<file path="src/rtl/cam_req_sequencer_if.sv">
// cam_req_sequencer_if: request, register-file and response channels of the sequencer
//   req_*  producer request channel (valid/ready, op, key, new value)
//   cam_*  control strobes to, and match results from, the CAM register file
//   rsp_*  response channel to the consumer (valid/ready, op, hit, min, max)
interface cam_req_sequencer_if;
    logic       req_valid;
    logic       req_ready;
    logic [1:0] req_op;
    logic [3:0] req_key;
    logic [3:0] req_new;
    logic [3:0] cam_D_lookup;
    logic       cam_setD;
    logic [3:0] cam_newD;
    logic       cam_init;
    logic       cam_valid;
    logic [2:0] cam_minAddr;
    logic [2:0] cam_maxAddr;
    logic       rsp_valid;
    logic       rsp_ready;
    logic [1:0] rsp_op;
    logic       rsp_hit;
    logic [2:0] rsp_min;
    logic [2:0] rsp_max;
    modport slave (
        input  req_valid, req_op, req_key, req_new, cam_valid, cam_minAddr, cam_maxAddr, rsp_ready,
        output req_ready, cam_D_lookup, cam_setD, cam_newD, cam_init, rsp_valid, rsp_op, rsp_hit, rsp_min, rsp_max
    );
    modport master (
        output req_valid, req_op, req_key, req_new, cam_valid, cam_minAddr, cam_maxAddr, rsp_ready,
        input  req_ready, cam_D_lookup, cam_setD, cam_newD, cam_init, rsp_valid, rsp_op, rsp_hit, rsp_min, rsp_max
    );
endinterface

</file>
<file path="src/rtl/cam_req_sequencer.sv">
// cam_req_sequencer: FIFO-buffered request front-end for the 8x4 CAM register file
//   clk, reset         clock, synchronous active-high reset
//   bus                request / register-file / response channels
//   hit_cnt, miss_cnt  saturating lookup+replace hit and miss statistics
//   busy               FSM active or requests still queued
module cam_req_sequencer #(
    parameter int DEPTH = 4,
    parameter int CNT_W = 8
) (
    input  logic               clk,
    input  logic               reset,
    cam_req_sequencer_if.slave bus,
    output logic [CNT_W-1:0]   hit_cnt,
    output logic [CNT_W-1:0]   miss_cnt,
    output logic               busy
);
    localparam int AW = $clog2(DEPTH);
    typedef enum logic [1:0] {IDLE, ISSUE, RESP} state_t;
    state_t      state, state_d;
    logic [9:0]  mem [DEPTH];
    logic [AW:0] wr_ptr, rd_ptr;
    logic        full, empty, push, pop, counted, lk_hit;
    logic [1:0]  iss_op;
    logic [9:0]  head;
    assign full          = (wr_ptr ^ rd_ptr) == {1'b1, {AW{1'b0}}};
    assign empty         = wr_ptr == rd_ptr;
    assign push          = bus.req_valid && !full;
    assign head          = mem[rd_ptr[AW-1:0]];
    assign bus.req_ready = !full;
    assign bus.rsp_valid = state == RESP;
    assign busy          = state != IDLE || !empty;
    // reserved op 11 behaves as a lookup, so only init is excluded from statistics
    assign counted       = iss_op != 2'b10;
    assign lk_hit        = counted && bus.cam_valid;
    always_comb begin
        state_d = state;
        pop     = 1'b0;
        case (state)
            IDLE: begin
                state_d = empty ? IDLE : ISSUE;
                pop     = !empty;
            end
            ISSUE: state_d = RESP;
            RESP: if (bus.rsp_ready) begin
                state_d = empty ? IDLE : ISSUE;
                pop     = !empty;
            end
            default: state_d = IDLE;
        endcase
    end
    always_ff @(posedge clk)
        if (push) mem[wr_ptr[AW-1:0]] <= {bus.req_op, bus.req_key, bus.req_new};
    always_ff @(posedge clk) begin
        if (reset) begin
            state            <= IDLE;
            wr_ptr           <= '0;
            rd_ptr           <= '0;
            iss_op           <= '0;
            bus.cam_D_lookup <= '0;
            bus.cam_newD     <= '0;
            bus.cam_setD     <= 1'b0;
            bus.cam_init     <= 1'b0;
            bus.rsp_op       <= '0;
            bus.rsp_hit      <= 1'b0;
            bus.rsp_min      <= '0;
            bus.rsp_max      <= '0;
            hit_cnt          <= '0;
            miss_cnt         <= '0;
        end else begin
            state <= state_d;
            if (push) wr_ptr <= wr_ptr + 1'b1;
            // strobes are registered on the pop edge so they are high exactly for the ISSUE cycle
            bus.cam_setD <= pop && head[9:8] == 2'b01;
            bus.cam_init <= pop && head[9:8] == 2'b10;
            if (pop) begin
                rd_ptr           <= rd_ptr + 1'b1;
                iss_op           <= head[9:8];
                bus.cam_D_lookup <= head[7:4];
                bus.cam_newD     <= head[3:0];
            end
            // match inputs still reflect pre-replace contents at this edge
            if (state == ISSUE) begin
                bus.rsp_op  <= iss_op;
                bus.rsp_hit <= lk_hit;
                bus.rsp_min <= lk_hit ? bus.cam_minAddr : 3'd0;
                bus.rsp_max <= lk_hit ? bus.cam_maxAddr : 3'd0;
                if (lk_hit && hit_cnt != '1) hit_cnt <= hit_cnt + 1'b1;
                if (counted && !bus.cam_valid && miss_cnt != '1) miss_cnt <= miss_cnt + 1'b1;
            end
        end
    end
endmodule

</file>
<file path="src/flat_wrapper.sv">
// flat-port wrapper written by rule: the top's interface ports become plain ports
module cam_req_sequencer_flat 
#(
    parameter int DEPTH = 4,
    parameter int CNT_W = 8
)
  (clk, reset, hit_cnt, miss_cnt, busy, bus_req_valid, bus_req_op, bus_req_key, bus_req_new, bus_cam_valid, bus_cam_minAddr, bus_cam_maxAddr, bus_rsp_ready, bus_req_ready, bus_cam_D_lookup, bus_cam_setD, bus_cam_newD, bus_cam_init, bus_rsp_valid, bus_rsp_op, bus_rsp_hit, bus_rsp_min, bus_rsp_max);
  cam_req_sequencer_if bus_i ();
  input  logic clk;
  input  logic reset;
  output logic [CNT_W-1:0] hit_cnt;
  output logic [CNT_W-1:0] miss_cnt;
  output logic busy;
  input wire logic [$bits(bus_i.req_valid)-1:0] bus_req_valid;
  input wire logic [$bits(bus_i.req_op)-1:0] bus_req_op;
  input wire logic [$bits(bus_i.req_key)-1:0] bus_req_key;
  input wire logic [$bits(bus_i.req_new)-1:0] bus_req_new;
  input wire logic [$bits(bus_i.cam_valid)-1:0] bus_cam_valid;
  input wire logic [$bits(bus_i.cam_minAddr)-1:0] bus_cam_minAddr;
  input wire logic [$bits(bus_i.cam_maxAddr)-1:0] bus_cam_maxAddr;
  input wire logic [$bits(bus_i.rsp_ready)-1:0] bus_rsp_ready;
  output wire logic [$bits(bus_i.req_ready)-1:0] bus_req_ready;
  output wire logic [$bits(bus_i.cam_D_lookup)-1:0] bus_cam_D_lookup;
  output wire logic [$bits(bus_i.cam_setD)-1:0] bus_cam_setD;
  output wire logic [$bits(bus_i.cam_newD)-1:0] bus_cam_newD;
  output wire logic [$bits(bus_i.cam_init)-1:0] bus_cam_init;
  output wire logic [$bits(bus_i.rsp_valid)-1:0] bus_rsp_valid;
  output wire logic [$bits(bus_i.rsp_op)-1:0] bus_rsp_op;
  output wire logic [$bits(bus_i.rsp_hit)-1:0] bus_rsp_hit;
  output wire logic [$bits(bus_i.rsp_min)-1:0] bus_rsp_min;
  output wire logic [$bits(bus_i.rsp_max)-1:0] bus_rsp_max;
  assign bus_i.req_valid = bus_req_valid;
  assign bus_i.req_op = bus_req_op;
  assign bus_i.req_key = bus_req_key;
  assign bus_i.req_new = bus_req_new;
  assign bus_i.cam_valid = bus_cam_valid;
  assign bus_i.cam_minAddr = bus_cam_minAddr;
  assign bus_i.cam_maxAddr = bus_cam_maxAddr;
  assign bus_i.rsp_ready = bus_rsp_ready;
  assign bus_req_ready = bus_i.req_ready;
  assign bus_cam_D_lookup = bus_i.cam_D_lookup;
  assign bus_cam_setD = bus_i.cam_setD;
  assign bus_cam_newD = bus_i.cam_newD;
  assign bus_cam_init = bus_i.cam_init;
  assign bus_rsp_valid = bus_i.rsp_valid;
  assign bus_rsp_op = bus_i.rsp_op;
  assign bus_rsp_hit = bus_i.rsp_hit;
  assign bus_rsp_min = bus_i.rsp_min;
  assign bus_rsp_max = bus_i.rsp_max;
  cam_req_sequencer #(.DEPTH(DEPTH), .CNT_W(CNT_W)) u_core (.clk(clk), .reset(reset), .bus(bus_i), .hit_cnt(hit_cnt), .miss_cnt(miss_cnt), .busy(busy));
endmodule
</file>
<file path="config.mk">
export PLATFORM = sky130hd
export DESIGN_NAME = cam_req_sequencer_flat
export DESIGN_NICKNAME = d
export VERILOG_FILES = /design/src/rtl/cam_req_sequencer_if.sv /design/src/rtl/cam_req_sequencer.sv /design/src/flat_wrapper.sv
export SDC_FILE = /design/constraint.sdc
export NUM_CORES = 1
export LEC_CHECK = 0
export ABC_AREA = 0
export BUFFER_PORTS_ARGS = -buffer_cell sky130_fd_sc_hd__buf_4
export CAP_MARGIN = 20
export CORE_MARGIN = 2
export CORE_UTILIZATION = 23
export CTS_BUF_LIST = sky130_fd_sc_hd__clkbuf_4
export CTS_CLUSTER_DIAMETER = 60
export CTS_CLUSTER_SIZE = 8
export DETAILED_ROUTE_END_ITERATION = 10
export GPL_TIMING_DRIVEN = 0
export MAX_ROUTING_LAYER = met4
export PLACE_DENSITY_LB_ADDON = 0.08
export SYNTH_ARGS = -nofsm -noshare
export SYNTH_HDL_FRONTEND = slang
export SYNTH_SLANG_ARGS = --single-unit
</file>
<file path="constraint.sdc">
create_clock -name clk -period 3.5 [get_ports clk]
set_input_delay 0.875 -clock clk [delete_from_list [all_inputs] [get_ports clk]]
set_output_delay 0.875 -clock clk [all_outputs]
set_load 0.05 [all_outputs]
</file>
# Word-level counts from Yosys, hierarchy flattened
# Memories as Yosys holds them, arrays and structs flattened. A register that Yosys moved wholly into a read port is not among the register bits.
# Index checks and enable logic that the tools add are counted.
# op_classes
add_sub_neg	4
n_mul	0
div_mod_pow	0
order_cmp	0
eq_ne	10
shifts	0
n_mux	11
bitwise_logic	1
n_reduce_logical	15
# op_table
cell	count
adder 8 x 1 -> 8 bit (second input constant)	2
!= test 8 bit (second input constant)	2
logical AND 1 bit	7
adder 3 x 1 -> 3 bit (second input constant)	2
two-way mux 2 bit	3
two-way mux 3 bit	2
case mux 2 bit (3 select lines)	1
== test 2 x 1 -> 1 bit (second input constant)	2
== test 2 bit (second input constant)	2
two-way mux 1 bit	4
!= test 2 bit (second input constant)	2
AND reduction 2 bit	2
== test 3 bit	1
== test 3 bit (second input constant)	1
zero test 1 bit	3
bitwise XOR 3 bit	1
zero test 2 bit	1
case mux 1 bit (2 select lines)	1
nonzero test 2 bit	1
logical OR 1 bit	1
# word_totals
regBits	45
latch_bits	0
mem_bits_rw	40
mem_bits_ro	0
in_bits	21
out_inout_bits	38
elab_cells	56
memories	1
# mem_list
memory	words	word_bits	read_ports	rd_clocked_by_memory_dff	write_ports	line_no	text
u_core.mem	4	10	1	1	1	cam_req_sequencer.sv:20	logic [9:0] mem [DEPTH];

# Logic depth before layout (Yosys ltp)
# depth
ltp_word	6
depth_mapped	5
mapped_depth_nobuf	5

# Least setup slack after synthesis
# No wires, ideal clock.
# synth_path
kind	register to output
start	register u_core.rd_ptr[2]
end	output bus_req_ready
arrival_time_ns	1.127
path_slack_ns	1.498
stages_incl_launch_ff	3
n_path_buf	0
cell_sequence	dfxtp_1 -> xor2_1 -> nand3_1
# synth_via
elab_chain_len	3
# synth_lines
item	line_no	text
from (decl)	cam_req_sequencer.sv:21	logic [AW:0] wr_ptr, rd_ptr;
from (signal assigned)	cam_req_sequencer.sv:76	rd_ptr <= rd_ptr + 1'b1;
bitwise XOR 3 bit	cam_req_sequencer.sv:25	assign full = (wr_ptr ^ rd_ptr) == {1'b1, {AW{1'b0}}};
== test 3 bit	cam_req_sequencer.sv:25	
zero test 1 bit	cam_req_sequencer.sv:29	assign bus.req_ready = !full;
to (decl)	flat_wrapper.sv:22	output wire logic [$bits(bus_i.req_ready)-1:0] bus_req_ready;
# No other way between the ends.

# Worst setup path in the final report
# Same ends and word-level chain as after synthesis.

==> flow_metrics.py <==
metrics = {
    "timing": {
        "slew-limit-headroom_pct": 57.5,
        "rsz0062_at_grt": "false",
        "final-max-slew-violation-count": 0,
        "fin_crit_sh_pct": 71.2,
        "max_slew.worst_pin.slew_ps": 638,
        "fmax_mhz": 401,
        "skew_ps": 14.2,
        "finalSetupTns_ps": 0,
        "period_minus_slack_ps": 2490,
        "setup_viol": 0,
        "timing_hold_violations_final": 0,
    },
    "hold_path": {
        "hold_class": "reg2reg",
    },
    "synthesis": {
        "syn_nets": 316,
        "yosys.area.top_type": "edfxtp_1",
        "ys_ff_latch": 87,
        "synth-main-ff-cell": "dfxtp_1",
        "synth_edf_count": 40,
        "netlist_area_mm2": 0.00353,
        "ys_seq_area_share_pct": 60.7,
        "ys_warn_count": 0,
        "synthArstFlopShare_pct": 0,
        "yosys.area.top_type_share_pct": 34.0,
        "avgSynthCellArea_um2": 12.3,
        "synth_area_leaders": "edfxtp_1 (34%), dfxtp_1 (27%), mux4_2 (6.4%)",
        "syn_inst": 288,
        "synthDistinctLibCells": 47,
    },
    "critical_path": {
        "crit_path_end_kind": "output pin",
        "r2r_cells": 3,
        "ff2ff_setup_slack_ps": 1380,
        "worst_setup_path_start_kind": "register",
        "critPathCapture": "bus_req_ready",
        "reg2reg_to": "u_core.mem[1][5]$_DFFE_PP_",
        "critPathLaunch": "u_core.rd_ptr[2]$_SDFFE_PP0P_",
        "r2r-start": "u_core.wr_ptr[1]$_SDFFE_PP0P_",
        "cp.arrival_ps": 1620,
        "cp_data_required_time_ps": 2620,
        "critPathKind": "reg2out",
        "worstPathMaxFanout": 4,
    },
    "cts": {
        "ctsHoldBuffers": 0,
        "insertion_delay_ps": 450,
        "postCtsSetupBuffers": 0,
        "cts_max_level": 3,
        "cts_max_path_buffers": 2,
        "cts_inserted_buffers": 9,
        "cts-root-buf": "clkbuf_4",
        "cts_tree": "built",
        "path_clk_slew_ps": 150,
        "cts_resized": 0,
        "cts_sinks": 87,
    },
    "global_route": {
        "use_met3_pct": 3.96,
        "grt_pass1_vias": 2379,
        "antenna_found_initial": 1,
        "grt_max_degree": 17,
        "gr-usage-met1_pct": 12.9,
        "grtUsageTotal_pct": 11.1,
        "busiest_layer": "met2",
        "grt_pass1_wl_mm": 13.0,
        "grt_use_met2_pct": 18.0,
        "gr-total-overflow": 0,
    },
    "floorplan": {
        "die_height_um": 128,
        "die_area_mm2": 0.0164,
        "rows": 45,
        "coreArea_mm2": 0.0151,
        "die_w_um": 128,
        "initial_utilization_pct": 23.4,
        "ios": 59,
    },
    "detailed_routing": {
        "wl_per_cell_um": 15.1,
        "detail_route.wirelength_mm": 8.30,
        "drtIter0Drc": 115,
        "first_pass_iters": 8,
        "drc": 0,
        "viasPerCell": 4.45,
        "num_vias": 2450,
        "antenna_left": 0,
    },
    "flow_run": {
        "timing.max_cap.violations": 0,
    },
    "placement": {
        "place_area_mm2": 0.00420,
        "dpl.cell_count": 534,
        "port_buffers": 58,
        "hpwl_mm": 5.84,
        "gp_congestion": 0.728,
    },
    "cells_and_area": {
        "instances_no_fill": 551,
        "drive_gt1_share_pct": 25.7,
        "final_nets": 385,
        "area_delta_synth_final_pct": 23.1,
        "fin_area_mm2": 0.00435,
    },
    "power": {
        "peakVddDrop_v": 0.000214,
        "leakagePower_nw": 1.52,
        "finalPower_w": 0.00285,
        "p_per_area_mw_per_mm2": 655,
    },
    "status": {
        "status": "completed",
    },
}
-- worst min-delay path by stage --
| stage | from | end | slack [ps] | cells after the start |
|---|---|---|---|---|
| after floorplan | u_core.iss_op[0]$_SDFFE_PP0P_ | u_core.bus.rsp_op[0]$_SDFFE_PP0P_ | 450 | 2 |
| after global placement | u_core.bus.cam_D_lookup[2]$_SDFFE_PP0P_ | u_core.bus.cam_D_lookup[2]$_SDFFE_PP0P_ | 450 | 2 |
| after detailed placement | u_core.bus.cam_D_lookup[1]$_SDFFE_PP0P_ | u_core.bus.cam_D_lookup[1]$_SDFFE_PP0P_ | 450 | 2 |
| after CTS | u_core.bus.cam_D_lookup[1]$_SDFFE_PP0P_ | u_core.bus.cam_D_lookup[1]$_SDFFE_PP0P_ | 470 | 2 |
| after global routing | u_core.bus.cam_D_lookup[1]$_SDFFE_PP0P_ | u_core.bus.cam_D_lookup[1]$_SDFFE_PP0P_ | 500 | 2 |
| final | u_core.bus.cam_D_lookup[0]$_SDFFE_PP0P_ | u_core.bus.cam_D_lookup[0]$_SDFFE_PP0P_ | 470 | 2 |
-- sequential cells by signal (all words and copies together), names as in the netlist, 2 cells and up, named ones only --
register and cells:
u_core.bus.cam_D_lookup 4, u_core.bus.cam_newD 4, u_core.bus.rsp_max 3, u_core.bus.rsp_min 3, u_core.bus.rsp_op 2, u_core.hit_cnt 8
u_core.iss_op 2, u_core.mem 40, u_core.miss_cnt 8, u_core.rd_ptr 3, u_core.state 2, u_core.wr_ptr 3
-- stage by stage --
| stage | worst slack [ps] | util (%) | hold slack [ps] |
|---|---|---|---|
| final | 1010 | 28.8 | 470 |
| after CTS | 919 | 28.8 | 471 |
| after detailed placement | 1240 | 27.8 | 451 |
| after floorplan | 1500 | - | 448 |
| after global placement | 1230 | 27.8 | 449 |
| after global routing | 866 | 28.8 | 496 |
-- Yosys cell counts (3+ instances only) --
master     n
dfxtp_1   47
edfxtp_1  40
nand2_1   30
a21oi_1   25
nor2_1    20
mux4_2    10
inv_1      9
nand3_1    8
ha_1       7
nor3_1     7
a22oi_1    6
clkbuf_1   6
nand4_1    5
o21ai_0    5
xnor2_1    5
and2_1     4
mux2i_1    4
nand2b_1   4
nor4_1     4
nor2b_1    3
or3_1      3
xor2_1     3
-- kinds of logic (layout without fill, tap and decap cells) --
kind of cell	Yosys count	count (layout)	share of synthesized area, %
compound gates	51	51	9.74
buf+inv	19	93	2.27
fa+ha+maj	7	7	2.48
flops	87	87	60.7
xor+xnor	9	9	2.45
simple gates	101	101	14.9
other cells	0	1	0
mux	14	14	7.51
-- cell type report --
cell class | instances | area [um^2]
sequential | 87 | 2140
fill | 1593 | 10700
tap | 188 | 235
buffer | 10 | 46.3
clock inverter | 7 | 76.3
timing repair buffer | 58 | 435
antenna | 1 | 2.50
multi-input combinational | 182 | 1310
inverter | 9 | 33.8
clock buffer | 9 | 67.6
-- layout by cell type (no fill, tap or decap), drive strengths merged, types with 4 or more instances in the layout --
cell and instances:
buf 62, nor3 8, xnor2 5, dfxtp 47, a22oi 6, mux2i 4, a21oi 25, edfxtp 40
mux4 10, o21ai 5, xor2 4, nand2b 4, nand4 5, nor2 20, clkbuf 15, nand3 9
and2 4, nand2 30, ha 7, nor4 4, inv 12
-- metal layers --
| metal | wire length (um) | part of all wire [%] | vias up |
|---|---|---|---|
| met1 | 3710 | 45 | 1188 |
| met5 | 0 | 0 | - |
| li1 | - | - | 1204 |
| met3 | 375 | 4.5 | 8 |
| met2 | 4120 | 50 | 50 |
| met4 | 97 | 1.2 | 0 |
-- critical path, cell delays in order, from the launching register on --
cell	delay [ps]
dfxtp_1	420
xor2_1	360
nand3_1	170
buf_4	230
-- power by group --
group | internal [W] | switching [W] | leakage, nW | total, W
Clock | 0.000224 | 0.000369 | 0.0750 | 0.000593
Sequential | 0.00119 | 0.0000832 | 0.749 | 0.00127
Combinational | 0.000347 | 0.000637 | 0.700 | 0.000984
Total | 0.00176 | 0.00109 | 1.52 | 0.00285
Note: power is estimated with default switching activity, not from simulation.
